--- config.mk ---
export PLATFORM = sky130hd
export DESIGN_NAME = scan_shr
export DESIGN_NICKNAME = d
export VERILOG_FILES = /design/src/rtl/scan_pkg.sv /design/src/rtl/scan_shr_tick_gen.sv /design/src/rtl/scan_shr.sv
export SDC_FILE = /design/constraint.sdc
export NUM_CORES = 1
export LEC_CHECK = 0
export CAP_MARGIN = 30
export CORE_MARGIN = 1.5
export CORE_UTILIZATION = 48
export CTS_CLUSTER_DIAMETER = 30
export CTS_CLUSTER_SIZE = 14
export DETAILED_ROUTE_END_ITERATION = 8
export GPL_TIMING_DRIVEN = 0
export PLACE_DENSITY = 0.78
export SLEW_MARGIN = 40
export SYNTH_ARGS = -nofsm -noshare
export SYNTH_HDL_FRONTEND = slang
export SYNTH_HIERARCHICAL = 1
export SYNTH_SLANG_ARGS = --single-unit
--- constraint.sdc ---
create_clock -name clk -period 4.59 [get_ports clk]
set_input_delay 0.918 -clock clk [delete_from_list [all_inputs] [get_ports clk]]
set_output_delay 0.918 -clock clk [all_outputs]
set_load 0.01 [all_outputs]
--- src/rtl/scan_pkg.sv ---
// Shared constants and helpers for the scanning shift register.
package scan_pkg;

  localparam logic MODE_ROTATE = 1'b0;
  localparam logic MODE_SERIAL = 1'b1;
  localparam logic DIR_LEFT    = 1'b0;
  localparam logic DIR_RIGHT   = 1'b1;

  // All ones across the low 'width' bits except bit 0: a single walking zero.
  function automatic logic [63:0] reset_pattern(input int unsigned width);
    logic [63:0] mask;
    mask = (width >= 64) ? '1 : ((64'd1 << width) - 64'd1);
    return mask & ~64'd1;
  endfunction

endpackage

--- src/rtl/scan_shr_tick_gen.sv ---
// Prescaler: strobes tick once every DIV enabled cycles; clr restarts the count.
module tick_gen #(
  parameter int unsigned DIV = 16
) (
  input  logic clk,
  input  logic rst,
  input  logic en,
  input  logic clr,
  output logic tick
);

  localparam int unsigned CW = (DIV > 1) ? $clog2(DIV) : 1;
  localparam logic [CW-1:0] LAST = CW'(DIV - 1);

  logic [CW-1:0] cnt_q, cnt_d;

  // Gated by rst so no strobe escapes while reset is held (matters for DIV=1).
  assign tick = rst & en & ~clr & (cnt_q == LAST);

  always_comb begin
    cnt_d = cnt_q;
    if (clr) begin
      cnt_d = '0;
    end else if (en) begin
      cnt_d = (cnt_q == LAST) ? '0 : cnt_q + CW'(1);
    end
  end

  always_ff @(posedge clk or negedge rst) begin
    if (!rst) begin
      cnt_q <= '0;
    end else begin
      cnt_q <= cnt_d;
    end
  end

endmodule

--- src/rtl/scan_shr.sv ---
// Prescaled rotate/serial shift register with a position counter tracking the shift.
module scan_shr
  import scan_pkg::*;
#(
  parameter int unsigned WIDTH = 4,
  parameter int unsigned DIV   = 16,
  parameter int unsigned PW    = $clog2(WIDTH)
) (
  input  logic             clk,
  input  logic             rst,
  input  logic             en,
  input  logic             mode,
  input  logic             dir,
  input  logic             si,
  input  logic             load,
  input  logic [WIDTH-1:0] load_val,
  output logic [WIDTH-1:0] q,
  output logic [PW-1:0]    pos,
  output logic             tick,
  output logic             wrap
);

  localparam logic [WIDTH-1:0] RST_Q    = WIDTH'(reset_pattern(WIDTH));
  localparam logic [PW-1:0]    POS_LAST = PW'(WIDTH - 1);

  logic [WIDTH-1:0] q_q, q_d;
  logic [PW-1:0]    pos_q, pos_d;
  logic             fill;

  // load doubles as the prescaler clear, so tick is already suppressed on load cycles.
  tick_gen #(
    .DIV(DIV)
  ) u_tick_gen (
    .clk (clk),
    .rst (rst),
    .en  (en),
    .clr (load),
    .tick(tick)
  );

  always_comb begin
    if (mode == MODE_SERIAL) begin
      fill = si;
    end else begin
      fill = (dir == DIR_LEFT) ? q_q[WIDTH-1] : q_q[0];
    end

    q_d   = q_q;
    pos_d = pos_q;
    if (load) begin
      q_d   = load_val;
      pos_d = '0;
    end else if (tick) begin
      if (dir == DIR_LEFT) begin
        q_d   = {q_q[WIDTH-2:0], fill};
        pos_d = (pos_q == POS_LAST) ? '0 : pos_q + PW'(1);
      end else begin
        q_d   = {fill, q_q[WIDTH-1:1]};
        pos_d = (pos_q == '0) ? POS_LAST : pos_q - PW'(1);
      end
    end

    wrap = tick & ((dir == DIR_LEFT) ? (pos_q == POS_LAST) : (pos_q == '0));
  end

  always_ff @(posedge clk or negedge rst) begin
    if (!rst) begin
      q_q   <= RST_Q;
      pos_q <= '0;
    end else begin
      q_q   <= q_d;
      pos_q <= pos_d;
    end
  end

  assign q   = q_q;
  assign pos = pos_q;

endmodule

# Yosys cells after proc, flatten, opt, wreduce, memory -nomap -nowiden
# Index checks and enable logic that the tools add are counted.
[totals] register_bits=10 romBits=0 out_inout_bits=8 elab_cells=30 n_memories=0 latchBits=0 ram_bits=0
[op_classes] magnitude_cmp=0 div=0 n_shift=0 mux=14 n_bitwise=5 n_reduce_logical=3 add_sub_neg=3 mul=0 eq_ne=2
[op_table] operator="4-bit two-way mux" n=6
[op_table] operator="2-bit two-way mux" n=5
[op_table] operator="4-bit by 1-bit adder with 4-bit output (second input constant)" n=1
[op_table] operator="1-bit AND" n=4
[op_table] operator="4-bit equality test (second input constant)" n=1
[op_table] operator="2-bit nonzero test" n=2
[op_table] operator="1-bit two-way mux" n=3
[op_table] operator="2-bit by 1-bit adder with 2-bit output (second input constant)" n=1
[op_table] operator="2-bit equality test (second input constant)" n=1
[op_table] operator="2-bit zero test" n=1
[op_table] operator="2-bit by 1-bit subtractor with 2-bit output (second input constant)" n=1
[op_table] operator="1-bit inverter" n=1

# Logic depth before layout (Yosys ltp)
# Gate-level depths: netlist of run 1.
[logic_depth] depth_word=5 ltp_mapped=7

# By module
# Netlist of run 1, hierarchy kept.
[modules_own_cells] mod="scan_shr" cells_per_inst=43 instances=1 area_per_inst_um2=424.2 seq_area_each_um2=153.9
[modules_own_cells] mod="tick_gen" cells_per_inst=22 instances=1 area_per_inst_um2=210.2 seq_area_each_um2=100.1

# Worst setup path after synthesis of run 1
# Ideal clock, no wire load.
[synth_timing] path_kind="input port to output port" startpoint="input load" endpoint="output wrap" cell_stages=4 arrival_time_ns=1.780 path_buffers=1 path_slack_ns=1.892 path_cell_list="nand4b_1 nor2_1 buf_6 nor2b_1"
[synth_between] elab_chain_cells=4
[synth_rtl] item="start: declaration" line="scan_shr.sv:15" source="input logic load,"
[synth_rtl] item="1-bit inverter" line="scan_shr_tick_gen.sv:18" source="assign tick = rst & en & ~clr & (cnt_q == LAST);"
[synth_rtl] item="1-bit AND (2 in a row)" line="scan_shr_tick_gen.sv:18"
[synth_rtl] item="net tick" line="scan_shr.sv:19" source="output logic tick,"
[synth_rtl] item="1-bit AND" line="scan_shr.sv:63" source="wrap = tick & ((dir == DIR_LEFT) ? (pos_q == POS_LAST) : (pos_q == '0));"
[synth_rtl] item="end: declaration" line="scan_shr.sv:20" source="output logic wrap"
# The timed path passes the listed nets, and every way through them passes these cells.

# Worst setup path in the final report of run 1
[layout_timing] startpoint="input rst" endpoint="output wrap"
[layout_between] elab_chain_cells=4
[layout_rtl] item="start: declaration" line="scan_shr.sv:10" source="input logic rst,"
[layout_rtl] item="1-bit AND (3 in a row)" line="scan_shr_tick_gen.sv:18"
[layout_rtl] item="1-bit AND" line="scan_shr.sv:63"
# Every way passes these cells.

==> results by group, run 1 <==
Place
  • HPWL Detailed: 965.6 um
  • Placed cells: 96
  • I/O Buffers: 17
  • GP Congestion: 0.7714

Routing
  • Total iterations of the first detailed-routing run: 3
  • Number of routed nets with antenna violations: 0
  • Wire per inst: 12.99 um
  • DRT Wirelength: ~1.3 mm
  • Vias: slightly above 500
  • Vias per cell: around 5
  • Initial DRC Count: 12
  • Number of remaining DRC errors: 0

STA
  • Final worst path period share: 86.12%
  • Setup TNS: 0 ns
  • Minimum clock period: 3.953 ns
  • RSZ-0062 raised after global routing: no
  • Setup violators final: 0
  • Clk_skew: between 0.0007 and 0.0008 ns
  • Fin. max-slew vios: 0
  • Slew Limit Headroom: between 60% and 70%
  • Final hold vios: 0
  • Worst-Margin Slew: ~0.5 ns
  • FMAX: 0.2530 GHz

Floorplanning
  • Horiz. Die Dim: slightly below 40 um
  • Placement row count: 12
  • Die area: between 0.0015 and 0.002 sq mm
  • Die height: approximately 39 um
  • Core area: about 0.0012 sq mm
  • I/O pin count: 19
  • Initial Util: between 50% and 60%

Synth
  • Post-Syn Area: roughly 630 sq um
  • Avg Cell Area, Syn: between 9 and 10 sq um
  • Register area share after synthesis: 40.04%
  • Yosys cell types: 28
  • Synth Net Count: 79
  • FF+latch count, synth: 10
  • Synth Instances: 65
  • Ys Warns: 6

Final layout
  • Seq. cell area: approximately 250 sq um
  • Syn-to-layout area delta: 35.31%
  • Antenna Cells: 0
  • Nets@finish: between 100 and 150
  • Non-filler instance count after layout: 100
  • Layout filler cell count: between 80 and 90
  • Multi-input gate area: approximately 330 sq um
  • Share of layout cells above drive strength 1: 15.12%

CTS
  • Hold_buf cts: 0
  • Clock Sinks: 10
  • Clk_lat worst skew: about 0.26 ns
  • Postcts setup bufs: 0
  • Num CTS Buffers: 3
  • Worst-path clk slew: roughly 0.070 ns
  • # H-tree levels: 1
  • Root Driver: clkbuf_4
  • Post-CTS sizing: 0
  • CTS tree: yes
  • CTS max path bufs: 2

Min path
  • Tightest Hold Check Type: flip-flop to flip-flop
  • Hold_sp: u_tick_gen/cnt_q[1]

Power and ir drop
  • Tot Pwr: approximately 0.22 mW
  • Net Sw Frac: 24.36%
  • Power Density: ~260 mW/mm^2
  • VDD IR max: approximately 0.00017 V
  • Clock power frac: a little under two fifths
  • Cell internal pwr: 0.1656 mW
  • Reg power frac: 45.4%
  • Comb pwr share: 17.6%
  • Leakage: around 0.37 nW
  • Sw power: ~0.053 mW

Setup path
  • CP Capture Type: primary output
  • Reg2reg end: q[0]
  • R2R Path Start: u_tick_gen/cnt_q[0]
  • FF-to-FF path depth: 6
  • Critical path class: primary input to primary output
  • Max FO, Critical Path: 11
  • Arrival time worst endpoint: around 3.0 ns
  • Slowest CP cell: clkdlybuf4s50_1
  • CP cell instances: clkdlybuf4s50_1 -> nand4b_1 -> nor2_1 -> buf_6 -> nor2b_1 -> clkdlybuf4s50_1
  • Worst Setup SP: rst
  • Required time of the critical path: 3.67 ns
  • CP dominant cell by count: clkdlybuf4s50_1
  • Internal reg-to-reg setup slack: about 2.8 ns
  • Crit path capture: wrap
  • Critical path startpoint category: primary input
  • Crit-path max cell delay: between 0.7 and 0.8 ns

Global route
  • Initial antenna violation count: 0
  • First-pass GRT wire length: between 2 and 2.5 mm
  • GRT Overall Usage: between 20% and 30%
  • Aggregate global routing overflow: 0
  • Largest net degree at the start of global routing: 12
  • Vias in the first global route: 497

Flow run
  • Max Cap Violations: 0

Outcome
  • Status: finished clean
[metrics by stage]
step                area, sq um  worst slack [ns]  utilization (%)  hold WS (ns)
detailed placement        822.0            0.6452            70.19        0.5796
finish                    858.3            0.6370            73.29        0.6058
global placement          822.0            0.6426            70.19        0.5720
CTS                       858.3            0.6439            73.29        0.5958
floorplan                 634.4             1.892                -        0.5350
global route              858.3            0.4786            73.29        0.6364
[per-layer routing]
| layer | share of wire, % | up-vias | global-route usage [%] |
|---|---|---|---|
| met2 | 46 | 9 | 33.33 |
| met4 | 0.69 | 0 | 7.759 |
| met3 | 3.2 | 2 | 5.114 |
| met5 | 0 | - | 0 |
| li1 | - | 269 | - |
| met1 | 50 | 229 | 28.62 |
[flip-flops by register name, indices dropped and copies added (netlist names)]
register / count
u_tick_gen/cnt_q: 4
pos: 2
q: 4
[area by class of cell]
cell class                 instances  share of cell area, %
clock buffer                       4                  4.227
multi-input combinational         49                  38.78
sequential                        10                  29.59
tap                               14                  2.041
timing repair buffer              17                  19.83
inverter                           3                  1.312
buffer                             3                  4.227
[worst min-delay path by stage]
stage                          end  slack (ns)  cells after the start
2_1_floorplan  u_tick_gen/cnt_q[1]        0.53                      2
3_3_place_gp   u_tick_gen/cnt_q[1]        0.57                      2
3_5_place_dp   u_tick_gen/cnt_q[1]        0.58                      2
4_1_cts        u_tick_gen/cnt_q[1]        0.60                      2
5_1_grt        u_tick_gen/cnt_q[3]        0.64                      2
6_report       u_tick_gen/cnt_q[1]        0.61                      2
[kinds of logic after synthesis]
logic type,count (synthesis),share of synthesized area (%)
AOI/OAI and AO/OA,14,15.98
xor gates and xnor gates,3,4.143
adders and majority gates,3,5.918
buffers and inverters,6,7.494
DFF,10,40.04
muxes,4,6.312
and+or+nand+nor,25,20.12
[power by group through the flow]
| stage | Sequential, mW | Combinational, mW | Clock (mW) |
|---|---|---|---|
| 2_1_floorplan | 0.101 | 0.0175 | 0 |
| 3_3_place_gp | 0.101 | 0.0380 | 0 |
| 3_5_place_dp | 0.101 | 0.0387 | 0 |
| 4_1_cts | 0.0993 | 0.0389 | 0.0820 |
| 5_1_grt | 0.100 | 0.0427 | 0.0870 |
| 6_report | 0.0993 | 0.0385 | 0.0811 |
[critical path, delay by kind of cell]
family,cells,cell delay (ns)
buffers and inverters,3,1.51
AND/OR/NAND/NOR,3,0.60
[placed cells by master (no fill, tap or decap), types with 2 or more instances in the layout]
cell type        instances
a211oi_1                 3
a21o_1                   2
a21oi_1                  3
buf_6                    2
clkbuf_4                 3
clkbuf_8                 2
clkdlybuf4s50_1         17
dfrtp_1                  7
dfstp_2                  3
ha_1                     3
inv_1                    3
mux2i_1                  4
nand2_1                  5
nand3b_1                 2
nor2_1                  10
o21ai_0                  2
xnor2_1                  2
[Yosys cell counts]
library cell / count / area share (%)
a211o_1: 1 / 1.4
dfstp_2: 3 / 12
and2b_2: 1 / 1.4
nor2_1: 10 / 5.9
clkbuf_8: 1 / 2.2
or3_1: 1 / 0.99
nor2b_1: 1 / 0.99
xor2_1: 1 / 1.4
and3b_1: 1 / 1.4
o31a_1: 1 / 1.4
nand3_1: 1 / 0.79
o31ai_2: 1 / 2.0
a21o_1: 2 / 2.4
a211oi_1: 3 / 3.6
xnor2_1: 2 / 2.8
nand2b_1: 1 / 0.99
nand4b_1: 1 / 1.4
a2bb2oi_1: 1 / 1.4
dfrtp_1: 7 / 28
inv_1: 3 / 1.8
nand2_1: 5 / 3.0
o21ai_0: 2 / 1.6
nand2_2: 1 / 0.99
buf_6: 2 / 3.6
mux2i_1: 4 / 6.3
ha_1: 3 / 5.9
nand3b_1: 2 / 2.4
a21oi_1: 3 / 2.4
Power figures use the tool's default switching activity.
==> run 2: changes to the inputs <==
--- a/config.mk
+++ b/config.mk
@@ -5,12 +5,13 @@
 export SDC_FILE = /design/constraint.sdc
 export NUM_CORES = 1
 export LEC_CHECK = 0
-export CAP_MARGIN = 30
+export CAP_MARGIN = 20
 export CORE_MARGIN = 1.5
 export CORE_UTILIZATION = 48
 export CTS_CLUSTER_DIAMETER = 30
 export CTS_CLUSTER_SIZE = 14
 export DETAILED_ROUTE_END_ITERATION = 8
+export GPL_ROUTABILITY_DRIVEN = 0
 export GPL_TIMING_DRIVEN = 0
 export PLACE_DENSITY = 0.78
 export SLEW_MARGIN = 40
==> results of run 2 <==
Same layout as run 1: the final DEF is identical, and so are final timing and power.
==> run 3: changes to the inputs <==
--- a/config.mk
+++ b/config.mk
@@ -12,7 +12,6 @@
 export CTS_CLUSTER_SIZE = 14
 export DETAILED_ROUTE_END_ITERATION = 8
 export GPL_ROUTABILITY_DRIVEN = 0
-export GPL_TIMING_DRIVEN = 0
 export PLACE_DENSITY = 0.78
 export SLEW_MARGIN = 40
 export SYNTH_ARGS = -nofsm -noshare
==> run 3 against run 2 <==
  * Sequential power about the same
  * Cell area down 0.44%
  * Clock skew about the same
  * Utilization down 0.32 points
  * Register-to-register slack better by 0.13 ns
  * Worst hold slack worse by 0.017 ns
==> results by group, run 3 (synthesized netlist as in run 1, its figures left out) <==
Routing
  • DRT Wirelength: ~1.4 mm
  • Vias: about 520
  • Wire per inst: ~13 um
  • Number of remaining DRC errors: 0
  • Vias per cell: approximately 5
  • Total iterations of the first detailed-routing run: 3
  • Initial DRC Count: 8
  • Number of routed nets with antenna violations: 0

CTS
  • Root Driver: clkbuf_4
  • Postcts setup bufs: 0
  • Clk_lat worst skew: roughly 0.27 ns
  • Num CTS Buffers: 3
  • # H-tree levels: 1
  • CTS tree: yes
  • Worst-path clk slew: 0.07 ns
  • Post-CTS sizing: 0
  • Clock Sinks: 10
  • CTS max path bufs: 2
  • Hold_buf cts: 0

Floorplanning
  • Horiz. Die Dim: 39.36 um
  • Placement row count: 12
  • Die area: 0.001549 sq mm
  • Initial Util: 54.17%
  • Die height: about 39 um
  • Core area: around 0.0012 sq mm
  • I/O pin count: 19

Setup path
  • CP Capture Type: primary output
  • Max FO, Critical Path: 16
  • Arrival time worst endpoint: approximately 2.5 ns
  • Critical path class: primary input to primary output
  • Crit-path max cell delay: approximately 0.55 ns
  • Critical path startpoint category: primary input
  • Slowest CP cell: clkdlybuf4s50_1
  • R2R Path Start: u_tick_gen/cnt_q[0]
  • Required time of the critical path: 3.67 ns
  • CP cell instances: clkdlybuf4s50_1 -> buf_4 -> nand4b_1 -> nor2_1 -> buf_4 -> clkdlybuf4s50_1
  • Worst Setup SP: load

Power and ir drop
  • Cell internal pwr: 0.1658 mW
  • Sw power: between 0.05 and 0.06 mW
  • Comb pwr share: roughly 18%
  • Clock power frac: between 30% and 40%
  • Net Sw Frac: approximately 25%
  • Leakage: between 0.3 and 0.4 nW
  • Power Density: approximately 260 mW/mm^2
  • VDD IR max: slightly below 0.0002 V
  • Reg power frac: about 45%

Place
  • HPWL Detailed: approximately 950 um
  • Setup WS pre-CTS: about 1.1 ns
  • I/O Buffers: 18

Min path
  • Hold_sp: u_tick_gen/cnt_q[3]
  • Tightest Hold Check Type: flip-flop to flip-flop

Final layout
  • Nets@finish: 102
  • Antenna Cells: 0
  • Share of layout cells above drive strength 1: 14.94%
  • Final Util: between 70% and 80%
  • Syn-to-layout area delta: 34.71%
  • Most common cell after layout, fill and taps aside: clkdlybuf4s50_1
  • Highest-count cells in the layout ignoring fill and taps: clkdlybuf4s50_1 (18), nor2_1 (10), dfrtp_1 (7), nand2_1 (5), mux2i_1 (4)

STA
  • RSZ-0062 raised after global routing: no
  • Slew Limit Headroom: roughly 73%
  • PnR worst setup slack: 1.128 ns
  • Worst-Margin Slew: between 0.4 and 0.5 ns
  • Clk_skew: between 0.0004 and 0.0005 ns
  • Setup TNS: 0 ns
  • FMAX: between 0.2 and 0.3 GHz
  • Fin. max-slew vios: 0
  • Hold_ws: ~0.59 ns
  • Final hold vios: 0
  • Minimum clock period: 3.462 ns
  • Final worst path period share: roughly 75%
  • Setup violators final: 0

Flow run
  • Max Cap Violations: 0

Global route
  • First-pass GRT wire length: roughly 2.2 mm
  • Vias in the first global route: 483
  • Initial antenna violation count: 0
  • Largest net degree at the start of global routing: 17
  • Aggregate global routing overflow: 0
  • GRT Overall Usage: a little under a quarter

Outcome
  • Status: finished clean
==> run 3: changes by cell type in the layout (fill, tap and decap cells not counted), sizes merged <==
| cell | before | now |
|---|---|---|
| buf | 2 | 3 |
| clkdlybuf4s50 | 17 | 18 |
| clkbuf | 5 | 4 |
==> run 3: final timing paths <==
path / to / slack (ns) / depth (start not counted)
hold reg to reg: u_tick_gen/cnt_q[3] / 0.59 / 2
setup reg to reg: q[3] / 2.97 / 7
min in group asynchronous: u_tick_gen/cnt_q[1] / 0.93 / 2
setup / recovery: tick / 1.13 / 6
max in group asynchronous: q[2] / 3.44 / 2
hold / removal: u_tick_gen/cnt_q[3] / 0.59 / 2
==> run 3: cell type report <==
class	count	area (sq um)
multi-input cells	49	332.8
fillers	102	316.6
flip-flops and latches	10	254.0
repair buffers	21	202.7
clock buffers	4	36.28
well taps	14	17.52
inverters	3	11.26
==> run 3: per-stage QoR <==
stage	instance area, sq um	std cells	power, mW
6_report	854.6	101	0.2213
2_1_floorplan	634.4	65	0.1190
4_1_cts	854.6	101	0.2236
3_3_place_gp	818.3	97	0.1389
5_1_grt	854.6	101	0.2312
3_5_place_dp	818.3	97	0.1401
==> run 3: layer usage <==
metal / track usage, % / routed length, um / vias to the layer above
li1: - / - / 269
met1: 26.95 / 626 / 232
met2: 37.08 / 636 / 12
met3: 5.114 / 51 / 5
met4: 15.52 / 36 / 0
met5: 0 / 0 / -
==> run 3: power by group through the flow <==
stage                     Clock, mW  Combinational, mW  Sequential (mW)
after floorplan                   0             0.0175            0.101
after global placement            0             0.0382            0.101
after detailed placement          0             0.0391            0.101
after CTS                    0.0844             0.0397           0.0994
after global routing         0.0877             0.0431            0.100
final                        0.0826             0.0393           0.0995
==> run 3: critical path, delay by kind of cell <==
family                 cells  cell delay, ns
buffers and inverters      4            1.34
AND/OR/NAND/NOR            2            0.29
